==> src/rtl/iir_biquad_seq.sv <==
// iir_biquad_seq: second-order IIR section built on one shared multiplier.
// y[n] = b0*x[n] + b1*x[n-1] + b2*x[n-2] + a1*y[n-1] + a2*y[n-2]
// Each sample takes 7 cycles: accept, five MAC taps, and one output cycle.
// Optional feature: define IIR_SAT_EN to saturate the output and add the sat_flag port.
module iir_biquad_seq #(
  parameter int unsigned DATA_W = 8,
  parameter int unsigned COEF_W = 8,
  parameter int unsigned FRAC_W = 6,
  parameter int unsigned ACC_W  = DATA_W + COEF_W + 3
) (
  input  logic                     clk,
  input  logic                     rst_n,
  input  logic                     clr,
  input  logic                     in_valid,
  output logic                     in_ready,
  input  logic signed [DATA_W-1:0] xn,
  input  logic signed [COEF_W-1:0] b0,
  input  logic signed [COEF_W-1:0] b1,
  input  logic signed [COEF_W-1:0] b2,
  input  logic signed [COEF_W-1:0] a1,
  input  logic signed [COEF_W-1:0] a2,
  output logic                     out_valid,
`ifdef IIR_SAT_EN
  output logic                     sat_flag,
`endif
  output logic signed [DATA_W-1:0] yn
);

  localparam int unsigned PROD_W = DATA_W + COEF_W;
  localparam int unsigned TAP_W  = 3;
  localparam logic [TAP_W-1:0] LAST_TAP = TAP_W'(4);

  typedef enum logic [1:0] {
    IDLE = 2'd0,
    MAC  = 2'd1,
    OUT  = 2'd2
  } state_e;

  // Coefficient set latched at acceptance
  typedef struct packed {
    logic signed [COEF_W-1:0] b0;
    logic signed [COEF_W-1:0] b1;
    logic signed [COEF_W-1:0] b2;
    logic signed [COEF_W-1:0] a1;
    logic signed [COEF_W-1:0] a2;
  } coef_t;

  state_e                    state_q, state_d;
  logic [TAP_W-1:0]          tap_q, tap_d;
  logic signed [DATA_W-1:0]  x_q, x_d;
  coef_t                     coef_q, coef_d;
  logic signed [DATA_W-1:0]  x1_q, x1_d;
  logic signed [DATA_W-1:0]  x2_q, x2_d;
  logic signed [DATA_W-1:0]  y1_q, y1_d;
  logic signed [DATA_W-1:0]  y2_q, y2_d;
  logic signed [ACC_W-1:0]   acc_q, acc_d;
  logic signed [DATA_W-1:0]  yn_q, yn_d;
  logic                      out_valid_q, out_valid_d;
`ifdef IIR_SAT_EN
  logic                      sat_flag_q, sat_flag_d;
`endif

  logic signed [DATA_W-1:0]  mul_a_c;
  logic signed [COEF_W-1:0]  mul_b_c;
  logic signed [PROD_W-1:0]  prod_c;
  logic signed [DATA_W-1:0]  y_fit_c;
`ifdef IIR_SAT_EN
  localparam logic signed [ACC_W-1:0] Y_MAX = ACC_W'((2 ** (DATA_W - 1)) - 1);
  localparam logic signed [ACC_W-1:0] Y_MIN = -Y_MAX - ACC_W'(1);
  logic signed [ACC_W-1:0]   r_c;
  logic                      clip_c;
`endif

  assign in_ready  = (state_q == IDLE);
  assign out_valid = out_valid_q;
  assign yn        = yn_q;
`ifdef IIR_SAT_EN
  assign sat_flag  = sat_flag_q;
`endif

  // Select the data/coefficient pair for the current tap
  always_comb begin
    mul_a_c = x_q;
    mul_b_c = coef_q.b0;
    case (tap_q)
      TAP_W'(0): begin mul_a_c = x_q;  mul_b_c = coef_q.b0; end
      TAP_W'(1): begin mul_a_c = x1_q; mul_b_c = coef_q.b1; end
      TAP_W'(2): begin mul_a_c = x2_q; mul_b_c = coef_q.b2; end
      TAP_W'(3): begin mul_a_c = y1_q; mul_b_c = coef_q.a1; end
      default:   begin mul_a_c = y2_q; mul_b_c = coef_q.a2; end
    endcase
  end

  // Shared full-precision signed multiplier
  assign prod_c = PROD_W'(mul_a_c) * PROD_W'(mul_b_c);

  // Scale accumulator back to sample units (floor) and fit to DATA_W
`ifdef IIR_SAT_EN
  always_comb begin
    r_c     = acc_q >>> FRAC_W;
    clip_c  = 1'b0;
    y_fit_c = DATA_W'(r_c);
    if (r_c > Y_MAX) begin
      y_fit_c = DATA_W'(Y_MAX);
      clip_c  = 1'b1;
    end else if (r_c < Y_MIN) begin
      y_fit_c = DATA_W'(Y_MIN);
      clip_c  = 1'b1;
    end
  end
`else
  always_comb begin
    y_fit_c = DATA_W'(acc_q >>> FRAC_W);
  end
`endif

  // Next-state and datapath update; clr overrides everything but yn
  always_comb begin
    state_d     = state_q;
    tap_d       = tap_q;
    x_d         = x_q;
    coef_d      = coef_q;
    x1_d        = x1_q;
    x2_d        = x2_q;
    y1_d        = y1_q;
    y2_d        = y2_q;
    acc_d       = acc_q;
    yn_d        = yn_q;
    out_valid_d = 1'b0;
`ifdef IIR_SAT_EN
    sat_flag_d  = 1'b0;
`endif

    case (state_q)
      IDLE: begin
        if (in_valid) begin
          x_d       = xn;
          coef_d.b0 = b0;
          coef_d.b1 = b1;
          coef_d.b2 = b2;
          coef_d.a1 = a1;
          coef_d.a2 = a2;
          acc_d     = '0;
          tap_d     = '0;
          state_d   = MAC;
        end
      end
      MAC: begin
        acc_d = acc_q + ACC_W'(prod_c);
        if (tap_q == LAST_TAP) begin
          state_d = OUT;
        end else begin
          tap_d = tap_q + TAP_W'(1);
        end
      end
      OUT: begin
        yn_d        = y_fit_c;
        out_valid_d = 1'b1;
`ifdef IIR_SAT_EN
        sat_flag_d  = clip_c;
`endif
        x2_d        = x1_q;
        x1_d        = x_q;
        y2_d        = y1_q;
        y1_d        = y_fit_c;
        state_d     = IDLE;
      end
      default: begin
        state_d = IDLE;
      end
    endcase

    if (clr) begin
      x1_d        = '0;
      x2_d        = '0;
      y1_d        = '0;
      y2_d        = '0;
      acc_d       = '0;
      tap_d       = '0;
      yn_d        = yn_q;
      out_valid_d = 1'b0;
`ifdef IIR_SAT_EN
      sat_flag_d  = 1'b0;
`endif
      state_d     = IDLE;
    end
  end

  // State and datapath registers with synchronous active-low reset
  always_ff @(posedge clk) begin
    if (!rst_n) begin
      state_q     <= IDLE;
      tap_q       <= '0;
      x_q         <= '0;
      coef_q      <= '0;
      x1_q        <= '0;
      x2_q        <= '0;
      y1_q        <= '0;
      y2_q        <= '0;
      acc_q       <= '0;
      yn_q        <= '0;
      out_valid_q <= 1'b0;
`ifdef IIR_SAT_EN
      sat_flag_q  <= 1'b0;
`endif
    end else begin
      state_q     <= state_d;
      tap_q       <= tap_d;
      x_q         <= x_d;
      coef_q      <= coef_d;
      x1_q        <= x1_d;
      x2_q        <= x2_d;
      y1_q        <= y1_d;
      y2_q        <= y2_d;
      acc_q       <= acc_d;
      yn_q        <= yn_d;
      out_valid_q <= out_valid_d;
`ifdef IIR_SAT_EN
      sat_flag_q  <= sat_flag_d;
`endif
    end
  end

endmodule

==> config.mk <==
export PLATFORM = sky130hd
export DESIGN_NAME = iir_biquad_seq
export DESIGN_NICKNAME = d
export VERILOG_FILES = /design/src/rtl/iir_biquad_seq.sv
export SDC_FILE = /design/constraint.sdc
export NUM_CORES = 1
export LEC_CHECK = 0
export ABC_AREA = 1
export BUFFER_PORTS_ARGS = -buffer_cell sky130_fd_sc_hd__buf_2
export CAP_MARGIN = 20
export CORE_MARGIN = 2
export CORE_UTILIZATION = 27
export CTS_BUF_LIST = sky130_fd_sc_hd__clkbuf_8
export DETAILED_ROUTE_END_ITERATION = 7
export PLACE_DENSITY = 0.44
export SLEW_MARGIN = 20
export SYNTH_ARGS = -nofsm -noshare
export SYNTH_HDL_FRONTEND = slang
export SYNTH_SLANG_ARGS = --single-unit
==> constraint.sdc <==
create_clock -name clk -period 18.5 [get_ports clk]
set_clock_uncertainty 0.2 [all_clocks]
set_input_delay 0.925 -clock clk [delete_from_list [all_inputs] [get_ports clk]]
set_output_delay 0.925 -clock clk [all_outputs]
set_load 0.03 [all_outputs]
=== Word-level counts from Yosys, hierarchy flattened ===
Cells that the tools add are included.
Widths: inputs -> output; s select.

* Input port bits: 52
* Word-level logic and storage cells: 49
* Register bits: 113

* Mux-type cells: 11
* Multiply operators: 1
* Bitwise operators: 2
* Eq/ne operators: 9
* Reduce and logical (&&, ||, !) cells: 9
* Add/subtract/negate cells: 2

{| class="wikitable"
|+ Operators with widths
! cell !! number
|-
| $pmux 8 s4 || 2
|-
| $pmux 19 s2 || 1
|-
| $add 19x16->19 || 1
|-
| $mux 19 || 1
|-
| $mul 8x8->16 || 1
|-
| $reduce_and 2->1 || 4
|-
| $eq 3x2->1 const B || 2
|-
| $mux 3 || 2
|-
| $ne 2x2->1 const B || 3
|-
| $pmux 3 s2 || 1
|-
| $mux 2 || 2
|-
| $pmux 2 s2 || 1
|-
| $add 3x1->3 const B || 1
|-
| $eq 3x1->1 const B || 1
|-
| $eq 3x3->1 const B || 1
|-
| $logic_not 3->1 || 1
|-
| $reduce_and 3->1 || 1
|-
| $eq 2x1->1 const B || 1
|-
| $eq 2x2->1 const B || 1
|-
| $logic_not 2->1 || 1
|-
| $not 1->1 || 2
|-
| $reduce_bool 2->1 || 1
|-
| $reduce_or 2->1 || 1
|-
| $mux 1 || 1
|}

=== Depth between registers and ports, before layout ===
Gate-level depths: netlist (run 1).

* Depth after elaboration: 5
* Mapped depth: 36

=== Worst setup path before layout (run 1) ===
No wires, ideal clock.

* Kind: flip-flop to flip-flop
* Start point: register tap_q[2]
* End point: register acc_q[12]
* Data arrival time: 6.358 ns
* Period minus slack after synthesis: 6.628 ns
* Buffers on the path: 4
* Cell stages (with the launch flop): 33
* Data required time: 18.229 ns
* Setup time: 0.071 ns
* Setup slack: 11.872 ns
* Cell sequence: dfxtp_1 > inv_2 > buf_6 > buf_2 > ha_1 > clkbuf_1 > nor2_4 > nand2_4 > clkbuf_1 > nand2_1 > o21ai_0 > nor2_1 > inv_1 > fa_1 > inv_1 > fa_1 > fa_1 > fa_1 > inv_1 > fa_1 > inv_1 > ha_1 > a21oi_1 > nand2_1 > nand2_1 > nand2_1 > a21oi_1 > nor2_1 > o21ai_0 > nand2_1 > a21oi_1 > o21ai_0 > a21oi_1

* Cells in the longest elaborated chain, start to end: 5
* Elaborated cells on any way between the ends: 9
* Classes of those cells: 1 x add/sub; 1 x mul; 3 x eq/ne; 3 x mux; 1 x reduce/logical

{| class="wikitable"
|+ Ends and longest elaborated chain
! item !! line !! text
|-
| start, declared || 49 || <nowiki>logic [TAP_W-1:0] tap_q, tap_d;</nowiki>
|-
| start signal, assigned || 208 || <nowiki>tap_q <= tap_d;</nowiki>
|-
| $eq 3x2->1 (tied with other cells) || 85 || <nowiki>case (tap_q)</nowiki>
|-
| $pmux 8 s4 || 85 ||
|-
| $mul 8x8->16 (*) || 95 || <nowiki>assign prod_c = PROD_W'(mul_a_c) * PROD_W'(mul_b_c);</nowiki>
|-
| $add 19x16->19 (*) || 149 || <nowiki>acc_d = acc_q + ACC_W'(prod_c);</nowiki>
|-
| $pmux 19 s2 (*) || 134 || <nowiki>case (state_q)</nowiki>
|-
| end signal, assigned || 200 || <nowiki>acc_q <= '0;</nowiki>
|-
| end signal, assigned || 215 || <nowiki>acc_q <= acc_d;</nowiki>
|-
| end, declared || 56 || <nowiki>logic signed [ACC_W-1:0] acc_q, acc_d;</nowiki>
|}

Every way passes the cells marked *; elsewhere a longest branch is shown, timed or not.
A chain may end at the register's enable or synchronous reset.

=== Final worst setup path (run 1) ===
Ends and elaborated chain as after synthesis.

==> metrics, run 1 <==
run status=complete, no violations; number of nets in the synthesized netlist=1,064; area share of the largest cell type after synthesis=31.1%; global router's overall resource usage=15.5%; startpoint type of the worst setup path=register; first-pass GRT wire length=32,300 um; top layer reached by signal wires=met4; sum of met3 wire segment lengths after detailed routing=481 um; clock latency at the later pin of the worst-skew pair=0.41 ns; row count=58; # IOs=62; most frequent cells in the layout=sky130_fd_sc_hd__nor2_1, sky130_fd_sc_hd__nand2_1, sky130_fd_sc_hd__inv_1; register bit total from synthesis=108; TritonCTS clock tree=done; standby leakage power=3.70 nW; unrepaired setup endpoints after global routing=false; total count of max-transition violations in the final report=0; slew margin rel.=34.5%; number of failing hold endpoints at the final stage=0; RePlAce Congestion=0.847; fraction of final layout cells with drive strength greater than 1=10.5%; ranking of synthesized cells by area=sky130_fd_sc_hd__dfxtp_1, sky130_fd_sc_hd__fa_1, sky130_fd_sc_hd__nor2_1; DR vias=5,885; number of clock sinks seen by CTS=108; die height=165 um; per-instance average area after synthesis=7.60 um2; Seq. cell area=2160 um2; clock period minus final worst setup slack=7.27 ns; Multi-input gate area=4220 um2; met2 layer wire length in the routed design=9430 um; Maximum Capacitance Violations=0; area of the die=27,100 um2; power consumption=0.582 mW; CTS H-tree depth=3; Filler Cells Inserted=2,826; total iterations of the first detailed-routing run=7; remaining global-route overflow=0; cts repair resizes=0; crit-path most repeated cell=sky130_fd_sc_hd__fa_1; count of cell types in the netlist=35; final-layout setup total negative slack=0 ns; Largest stage delay, worst path=0.75 ns; number of instances in the placed design=1,272; nets@finish=1,102; initial standard-cell utilization of the core=27.5%; power per cell area=74.8 nW/um2; Post-CTS Setup Inserts=0; DIE WIDTH=165 um; maximum number of pins on one net before global-route repair=58; number of buffers inserted during clock tree synthesis=9; netlist area before placement=6960 um2; Max FO, Critical Path=27; YS warnings=0; number of buffers and inverters on the critical path=5; Crit. End Element=register; Final setup viols=0; Met1 Wirelength=9630 um; largest area contributor in the synthesized netlist=sky130_fd_sc_hd__dfxtp_1; Synth Instances=915; class of the worst hold path=register to register; total wire length after detailed routing=19,700 um; Floorplan Core Area=25,300 um2; DRC violations left=0; crit path max-delay cell type=sky130_fd_sc_hd__o21ai_0; post-synthesis sequential area ratio=31.1%; relative area change from synthesis to final layout=11.9%; Worst Setup Path Type=register to register; post-layout instance count excluding filler cells=1,288; CP arrival=7.42 ns; Clock transition at path regs=0.13 ns; hold-fix buffer count after cts=0; Clock Root Buffer=sky130_fd_sc_hd__clkbuf_8; crit share post-route=39.3%; slew at the pin closest to its max-slew limit=0.982 ns; maximum clock path buffer count=2; kind of cell adding the most delay to the critical path=adder cells; Detail Placement HPWL=15,300 um; number of nets still failing antenna checks after routing=0; top achievable clock speed=0.138 GHz; iteration-0 DRC count of the detailed router=334; via count of the first global-routing pass=5,835; initial antenna violation count=0; Critical Path RT=18.65 ns; routed wire length per instance=15.3 um; ratio of routed vias to standard cells=4.57; number of diodes added for antenna fixing=0; maximum VDD drop=0.0496 mV; most common library cell in the layout ignoring fill and taps=sky130_fd_sc_hd__nor2_1; Buffers on Ports=61
-- cell usage after synthesis (all sizes together) --
master	count
fa	60
xnor2	1
nor3	2
buf	6
nand2	116
o221ai	1
nand4	6
o22ai	1
a31oi	1
a221oi	1
clkinv	2
a32o	9
dfxtp	108
clkbuf	33
or2	6
o21ai	112
nor2	214
ha	37
inv	111
nor4	1
xnor3	1
a22oi	5
a21oi	40
o31a	1
nand3b	5
nand3	35
-- stage by stage --
stage	hold WS, ns	area [um2]	util [%]	setup slack [ns]
after floorplan	0.236	6960	-	11.87
after global placement	0.237	7560	29.9	11.37
after detailed placement	0.241	7560	29.9	11.24
after CTS	0.259	7780	30.8	11.26
after global routing	0.275	7780	30.8	10.67
final	0.256	7780	30.8	11.23
-- cells by family (layout without fill, tap and decap cells) --
logic type / count (synthesis) / count (layout) / synth area share [%]
simple gates: 385 / 385 / 22.7
compound gates: 171 / 171 / 13.5
buf+inv: 152 / 195 / 8.36
flops: 108 / 108 / 31.1
fa+ha+maj: 97 / 97 / 23.9
xor+xnor: 2 / 2 / 0.450
-- layer usage --
metal | vias up | track usage (%)
met5 | - | 0
li1 | 2985 | -
met4 | 0 | 3.64
met1 | 2801 | 21.3
met2 | 86 | 26.2
met3 | 13 | 1.86
-- final timing paths --
check	from	end	slack (ns)	cells after the start
setup / recovery	tap_q[2]	acc_q[12]	11.23	27
hold / removal	yn[0]	yn[0]	0.26	2
setup reg to reg	tap_q[2]	acc_q[12]	11.23	27
hold reg to reg	yn[0]	yn[0]	0.26	2
-- where the power goes --
group	internal [mW]	total [mW]	switching, mW
Combinational	0.0636	0.171	0.107
Clock	0.0567	0.161	0.104
Sequential	0.242	0.251	0.00857
Total	0.362	0.582	0.220
-- worst register-to-register path: cells and delay by family, from the launching register on --
| family | cells | cell delay [ns] |
|---|---|---|
| DFF | 1 | 0.42 |
| and+or+nand+nor | 8 | 0.96 |
| adders and majority gates | 7 | 3.44 |
| buffers and inverters | 5 | 0.60 |
| AOI/OAI and AO/OA | 7 | 1.60 |
-- layout make-up --
cell class / count / area share [%]
sequential: 108 / 27.8
timing repair buffer: 66 / 4.41
multi-input combinational: 655 / 54.2
clock inverter: 7 / 1.24
clock buffer: 9 / 1.59
tap: 330 / 5.31
inverter: 113 / 5.45
-- state kept, by name, summed over array words and instances, names as in the netlist --
name	cells
acc_q	14
coef_q	40
out_valid	1
state_q	2
tap_q	3
x1_q	8
x2_q	8
x_q	8
y1_q	8
y2_q	8
yn	8
No activity file was read; power rests on OpenSTA's default activity.
==> run 2: changes to the inputs <==
Clock period 18.5 ns to 7.2 ns, I/O delays scaled along.
==> run 2 against run 1 <==
  * Wire length is 0.89% lower
  * Die area unchanged
  * Count of clock-buffer cells in the layout stayed put
  * Sequential power rose to 2.6 times the previous value
  * Fmax grew 8.6%
  * Via count up 0.54%
  * Largest power group unchanged
==> metrics, run 2 (synthesis gave the netlist of run 1 again) <==
maximum VDD drop=0.0860 mV (was 0.0496 mV); iteration-0 DRC count of the detailed router=300 (was 334); final cell area excluding filler cells=8100 um2 (was 7780 um2); relative area change from synthesis to final layout=16.4% (was 11.9%); kind of cell adding the most delay to the critical path=adder cells (unchanged); total iterations of the first detailed-routing run=4 (was 7); CP arrival=6.84 ns (was 7.42 ns); via count of the first global-routing pass=5,986 (was 5,835); maximum clock path buffer count=2 (unchanged); row count=58 (unchanged); number of buffers inserted during clock tree synthesis=9 (unchanged); TritonCTS clock tree=done (unchanged); DRC violations left=0 (unchanged); number of failing hold endpoints at the final stage=0 (unchanged); class of the worst hold path=input port to register (was register to register); total placed instance area=7660 um2 (was 7560 um2); crit share post-route=93.0% (was 39.3%); sum of met3 wire segment lengths after detailed routing=383 um (was 481 um); area of the die=27,100 um2 (unchanged); number of clock sinks seen by CTS=108 (unchanged); ratio of routed vias to standard cells=4.47 (was 4.57); Logic pwr share=30.4% (was 29.3%); worst hold path depth=3 (was 2); Switching Fraction=37.0% (was 37.8%); most frequent cells in the layout=sky130_fd_sc_hd__nor2_1, sky130_fd_sc_hd__nand2_1, sky130_fd_sc_hd__inv_1 (unchanged); Internal Dissipation=0.938 mW (was 0.362 mW); power per cell area=184 nW/um2 (was 74.8 nW/um2); top layer reached by signal wires=met4 (unchanged); Seq. cell area=2160 um2 (unchanged); largest registers=coef_q: 40 flops, acc_q: 14 flops (unchanged); power consumption=1.49 mW (was 0.582 mW); die height=165 um (unchanged); maximum number of pins on one net before global-route repair=58 (unchanged); top achievable clock speed=0.149 GHz (was 0.138 GHz); total count of max-transition violations in the final report=0 (unchanged); r2r worst-path depth=27 (unchanged); Max FO, Critical Path=26 (was 27); fraction of final layout cells with drive strength greater than 1=11.7% (was 10.5%); nets@finish=1,137 (was 1,102); Final setup viols=0 (unchanged); Largest stage delay, worst path=0.54 ns (was 0.75 ns); Detail Placement HPWL=15,100 um (was 15,300 um); DR vias=5,917 (was 5,885); standby leakage power=3.85 nW (was 3.70 nW); CTS H-tree depth=3 (unchanged); Buffers on Ports=61 (unchanged); slew at the pin closest to its max-slew limit=0.834 ns (was 0.982 ns); Worst Setup Path Type=register to register (unchanged); DIE WIDTH=165 um (unchanged); first-pass GRT wire length=32,200 um (was 32,300 um); register name with the most flops=coef_q (unchanged); Switching Power=0.551 mW (was 0.220 mW); number of diodes added for antenna fixing=0 (unchanged); number of flip-flops under the largest register name=40 (unchanged); clock period minus final worst setup slack=6.70 ns (was 7.27 ns); slew margin rel.=44.4% (was 34.5%); met2 layer wire length in the routed design=9210 um (was 9430 um); Crit. End Element=register (unchanged); clock latency at the later pin of the worst-skew pair=0.41 ns (about the same); Maximum Capacitance Violations=0 (unchanged); number of buffers and inverters on the critical path=5 (unchanged); global router's overall resource usage=15.6% (was 15.5%); remaining global-route overflow=0 (unchanged); Critical Path RT=7.34 ns (was 18.65 ns); part of the power in the clock network=26.5% (was 27.6%); critical path depth=27 (unchanged); final-layout setup total negative slack=0 ns (unchanged); Clock Root Buffer=sky130_fd_sc_hd__clkbuf_8 (unchanged); run status=complete, no violations (unchanged); initial antenna violation count=0 (unchanged); total wire length after detailed routing=19,600 um (was 19,700 um); most common library cell in the layout ignoring fill and taps=sky130_fd_sc_hd__nor2_1 (unchanged); unrepaired setup endpoints after global routing=false (unchanged); crit path max-delay cell type=sky130_fd_sc_hd__fa_1 (was sky130_fd_sc_hd__o21ai_0); RePlAce Congestion=0.884 (was 0.847); number of nets still failing antenna checks after routing=0 (unchanged); Floorplan Core Area=25,300 um2 (unchanged); # IOs=62 (unchanged); share of total power in sequential cells=43.1% (was 43.0%); routed wire length per instance=14.8 um (was 15.3 um); Met1 Wirelength=9790 um (was 9630 um); Post-CTS Setup Inserts=0 (unchanged); Clock transition at path regs=0.13 ns (about the same); startpoint type of the worst setup path=register (unchanged); initial standard-cell utilization of the core=27.5% (unchanged); Filler Cells Inserted=2,834 (was 2,826); Multi-input gate area=4230 um2 (was 4220 um2)
-- run 2: what timing repair did --
action / in CTS / in global routing
hold buffers: 22 / 0
endpoints found under the hold margin: 22 / 0
setup endpoints to repair: 0 / 1
gates resized for setup: 0 / 2
-- run 2: layout make-up --
class	instances	area share, %
multi-input combinational	655	52.2
sequential	108	26.7
tap	330	5.10
clock buffer	9	1.53
timing repair buffer	101	8.16
clock inverter	7	1.07
inverter	113	5.24
-- run 2: worst paths after layout --
kind         slack (ns)         end      from
min reg2reg        0.25       yn[2]     yn[2]
max                0.50   acc_q[12]  tap_q[0]
min               0.009  coef_q[17]     b2[1]
max reg2reg        0.50   acc_q[12]  tap_q[0]
-- run 2: power by group through the flow --
stage               combinational [mW]  clock, mW  sequential, mW
global placement                 0.449          0           0.656
detailed placement               0.446          0           0.655
global route                     0.534      0.438           0.644
finish                           0.453      0.395           0.641
CTS                              0.462      0.412           0.642
floorplan                        0.328          0           0.646
-- run 2: worst min-delay path: stages --
cell and delay [ns]:
sky130_fd_sc_hd__buf_2 0.07, sky130_fd_sc_hd__o21ai_0 0.08, sky130_fd_sc_hd__nor2_1 0.08
-- run 2: metal layers --
layer,GRT usage [%],vias to the layer above
li1,-,3056
met1,21.6,2787
met2,25.9,64
met3,2.03,10
met4,3.32,0
met5,0,-
-- run 2: metrics by stage --
step	hold slack, ns	cells	worst slack [ns]	util, %
3_5_place_dp	0.233	1285	0.486	30.3
4_1_cts	0.000251	1323	0.437	32.0
5_1_grt	0.00375	1323	0.00358	32.1
2_1_floorplan	0.236	915	0.572	-
6_report	0.00885	1323	0.503	32.1
3_3_place_gp	0.235	1285	0.603	30.3
==> run 3: changes to the inputs <==
Settings changed: CTS_BUF_LIST sky130_fd_sc_hd__clkbuf_8 to unset.
==> run 3 against run 2 <==
  * Combinational power is 2% lower
  * Via count is 1.1% lower
  * Register-to-register slack better by 0.04 ns
  * Critical path depth is 1 higher
  * First-iteration DRC count is 13% lower
  * Fmax is 0.55% higher
  * Clock power is 32% higher
  * Critical endpoint unchanged
==> metrics, run 3 (synthesis gave the netlist of run 1 again) <==
run status=complete, no violations (unchanged); register name with the most flops=coef_q (unchanged); worst hold path depth=3 (unchanged); row count=58 (unchanged); nets@finish=1,115 (was 1,137); Clock transition at path regs=0.09 ns (was 0.13 ns); Worst Setup Path Type=register to register (unchanged); power per cell area=201 nW/um2 (was 184 nW/um2); fraction of final layout cells with drive strength greater than 1=11.9% (was 11.7%); Buffers on Ports=61 (unchanged); number of clock sinks seen by CTS=108 (unchanged); number of buffers and inverters on the critical path=5 (unchanged); maximum VDD drop=0.106 mV (was 0.0860 mV); via count of the first global-routing pass=5,913 (was 5,986); total iterations of the first detailed-routing run=6 (was 4); routed wire length per instance=15.0 um (was 14.8 um); DR vias=5,849 (was 5,917); Max FO, Critical Path=26 (unchanged); Clock Root Buffer=sky130_fd_sc_hd__clkbuf_16 (was sky130_fd_sc_hd__clkbuf_8); crit share post-route=92.5% (was 93.0%); setup slack of the worst register-to-register path=0.54 ns (was 0.50 ns); Floorplan Core Area=25,300 um2 (unchanged); CTS H-tree depth=3 (unchanged); maximum number of pins on one net before global-route repair=58 (unchanged); global router's overall resource usage=15.4% (was 15.6%); slew at the pin closest to its max-slew limit=0.831 ns (was 0.834 ns); final setup margin=0.539 ns (was 0.503 ns); most common library cell in the layout ignoring fill and taps=sky130_fd_sc_hd__nor2_1 (unchanged); largest registers=coef_q: 40 flops, acc_q: 14 flops (unchanged); standby leakage power=3.80 nW (was 3.85 nW); worst-case hold path end point=coef_q[29] (was coef_q[17]); crit path max-delay cell type=sky130_fd_sc_hd__fa_1 (unchanged); final-layout setup total negative slack=0 ns (unchanged); top achievable clock speed=0.150 GHz (was 0.149 GHz); startpoint type of the worst setup path=register (unchanged); relative area change from synthesis to final layout=14.7% (was 16.4%); clock period minus final worst setup slack=6.66 ns (was 6.70 ns); most frequent cells in the layout=sky130_fd_sc_hd__nor2_1, sky130_fd_sc_hd__nand2_1, sky130_fd_sc_hd__inv_1 (unchanged); die height=165 um (unchanged); remaining global-route overflow=0 (unchanged); area of the die=27,100 um2 (unchanged); Crit Reg-Reg Endpoint=acc_q[12] (unchanged); number of failing hold endpoints at the final stage=0 (unchanged); CP arrival=6.76 ns (was 6.84 ns); number of diodes added for antenna fixing=0 (unchanged); worst slack after detailed placement=0.486 ns (unchanged); number of nets still failing antenna checks after routing=0 (unchanged); Critical Path RT=7.30 ns (was 7.34 ns); TritonCTS clock tree=done (unchanged); class of the worst hold path=input port to register (unchanged); initial standard-cell utilization of the core=27.5% (unchanged); total wire length after detailed routing=19,500 um (was 19,600 um); maximum clock path buffer count=2 (unchanged); unrepaired setup endpoints after global routing=false (unchanged); RePlAce Congestion=0.884 (unchanged); clock latency at the later pin of the worst-skew pair=0.37 ns (was 0.41 ns); Crit. End Element=register (unchanged); kind of cell adding the most delay to the critical path=adder cells (unchanged); Final setup viols=0 (unchanged); startpoint of the worst-slack reg-to-reg timing path=tap_q[0] (unchanged); DIE WIDTH=165 um (unchanged); Largest stage delay, worst path=0.54 ns (about the same); Detail Placement HPWL=15,100 um (unchanged); DRC violations left=0 (unchanged); post-layout utilization of the core=31.6% (was 32.1%); Maximum Capacitance Violations=0 (unchanged); r2r worst-path depth=28 (was 27); number of flip-flops under the largest register name=40 (unchanged); iteration-0 DRC count of the detailed router=260 (was 300); slew margin rel.=44.6% (was 44.4%); # IOs=62 (unchanged); ratio of routed vias to standard cells=4.50 (was 4.47); number of buffers inserted during clock tree synthesis=9 (unchanged); launch point of the worst hold path=b1[5] (was b2[1]); total count of max-transition violations in the final report=0 (unchanged); initial antenna violation count=0 (unchanged); first-pass GRT wire length=31,900 um (was 32,200 um)
## run 3: cell count changes in the layout (fill, tap and decap cells not counted)
cell and change:
sky130_fd_sc_hd__dlygate4sd3_1 -22, sky130_fd_sc_hd__clkbuf_16 +9, sky130_fd_sc_hd__clkbuf_8 -9
## run 3: layout make-up
type,count,area [um2]
Clock buffer,9,225
Clock inverter,7,86.3
Fill cell,2842,17300
Inverter,113,424
Multi-Input combinational cell,655,4230
Sequential cell,108,2160
Tap cell,330,413
Timing Repair Buffer,79,440
## run 3: layer usage
| metal | share of wire [%] | wire (um) | up-vias | track usage, % |
|---|---|---|---|---|
| met5 | 0 | 0 | - | 0 |
| met4 | 0.86 | 168 | 0 | 3.44 |
| met3 | 2.6 | 501 | 10 | 1.88 |
| met2 | 47 | 9120 | 77 | 25.4 |
| met1 | 50 | 9660 | 2747 | 21.5 |
| li1 | - | - | 3015 | - |
## run 3: repair_timing
item | in CTS | in global routing
hold buffers | 0 | 0
endpoints found under the setup margin | 0 | 1
buffers inserted | 0 | 0
resized for setup | 0 | 2
## run 3: per-stage QoR
| step | cells | hold WS (ns) | power, mW | area [um2] |
|---|---|---|---|---|
| finish | 1301 | 0.0368 | 1.61 | 7980 |
| CTS | 1301 | 0.0316 | 1.63 | 7970 |
| global route | 1301 | 0.0457 | 1.73 | 7980 |
| floorplan | 915 | 0.236 | 0.974 | 6960 |
| detailed placement | 1285 | 0.233 | 1.10 | 7660 |
| global placement | 1285 | 0.235 | 1.11 | 7660 |
## run 3: worst reg2reg max path, delay by kind of cell (launching register included)
kind / cells / cell delay, ns
fa+ha+maj: 7 / 3.28
buf+inv: 5 / 0.41
compound gates: 8 / 1.39
flops: 1 / 0.40
simple gates: 8 / 0.88
## run 3: how the worst max path moves through the flow
| stage | from | end | slack, ns | cells past startpoint |
|---|---|---|---|---|
| floorplan | tap_q[2] | acc_q[12] | 0.57 | 32 |
| global placement | tap_q[0] | acc_q[12] | 0.60 | 27 |
| detailed placement | tap_q[0] | acc_q[12] | 0.49 | 27 |
| CTS | tap_q[0] | acc_q[12] | 0.45 | 27 |
| global route | tap_q[0] | acc_q[12] | 0.02 | 27 |
| finish | tap_q[0] | acc_q[12] | 0.54 | 28 |
## run 3: report_power, final
group	internal (mW)	leakage [nW]	switching, mW
clock network	0.250	0.151	0.270
registers	0.621	0.882	0.0197
logic	0.168	2.77	0.277
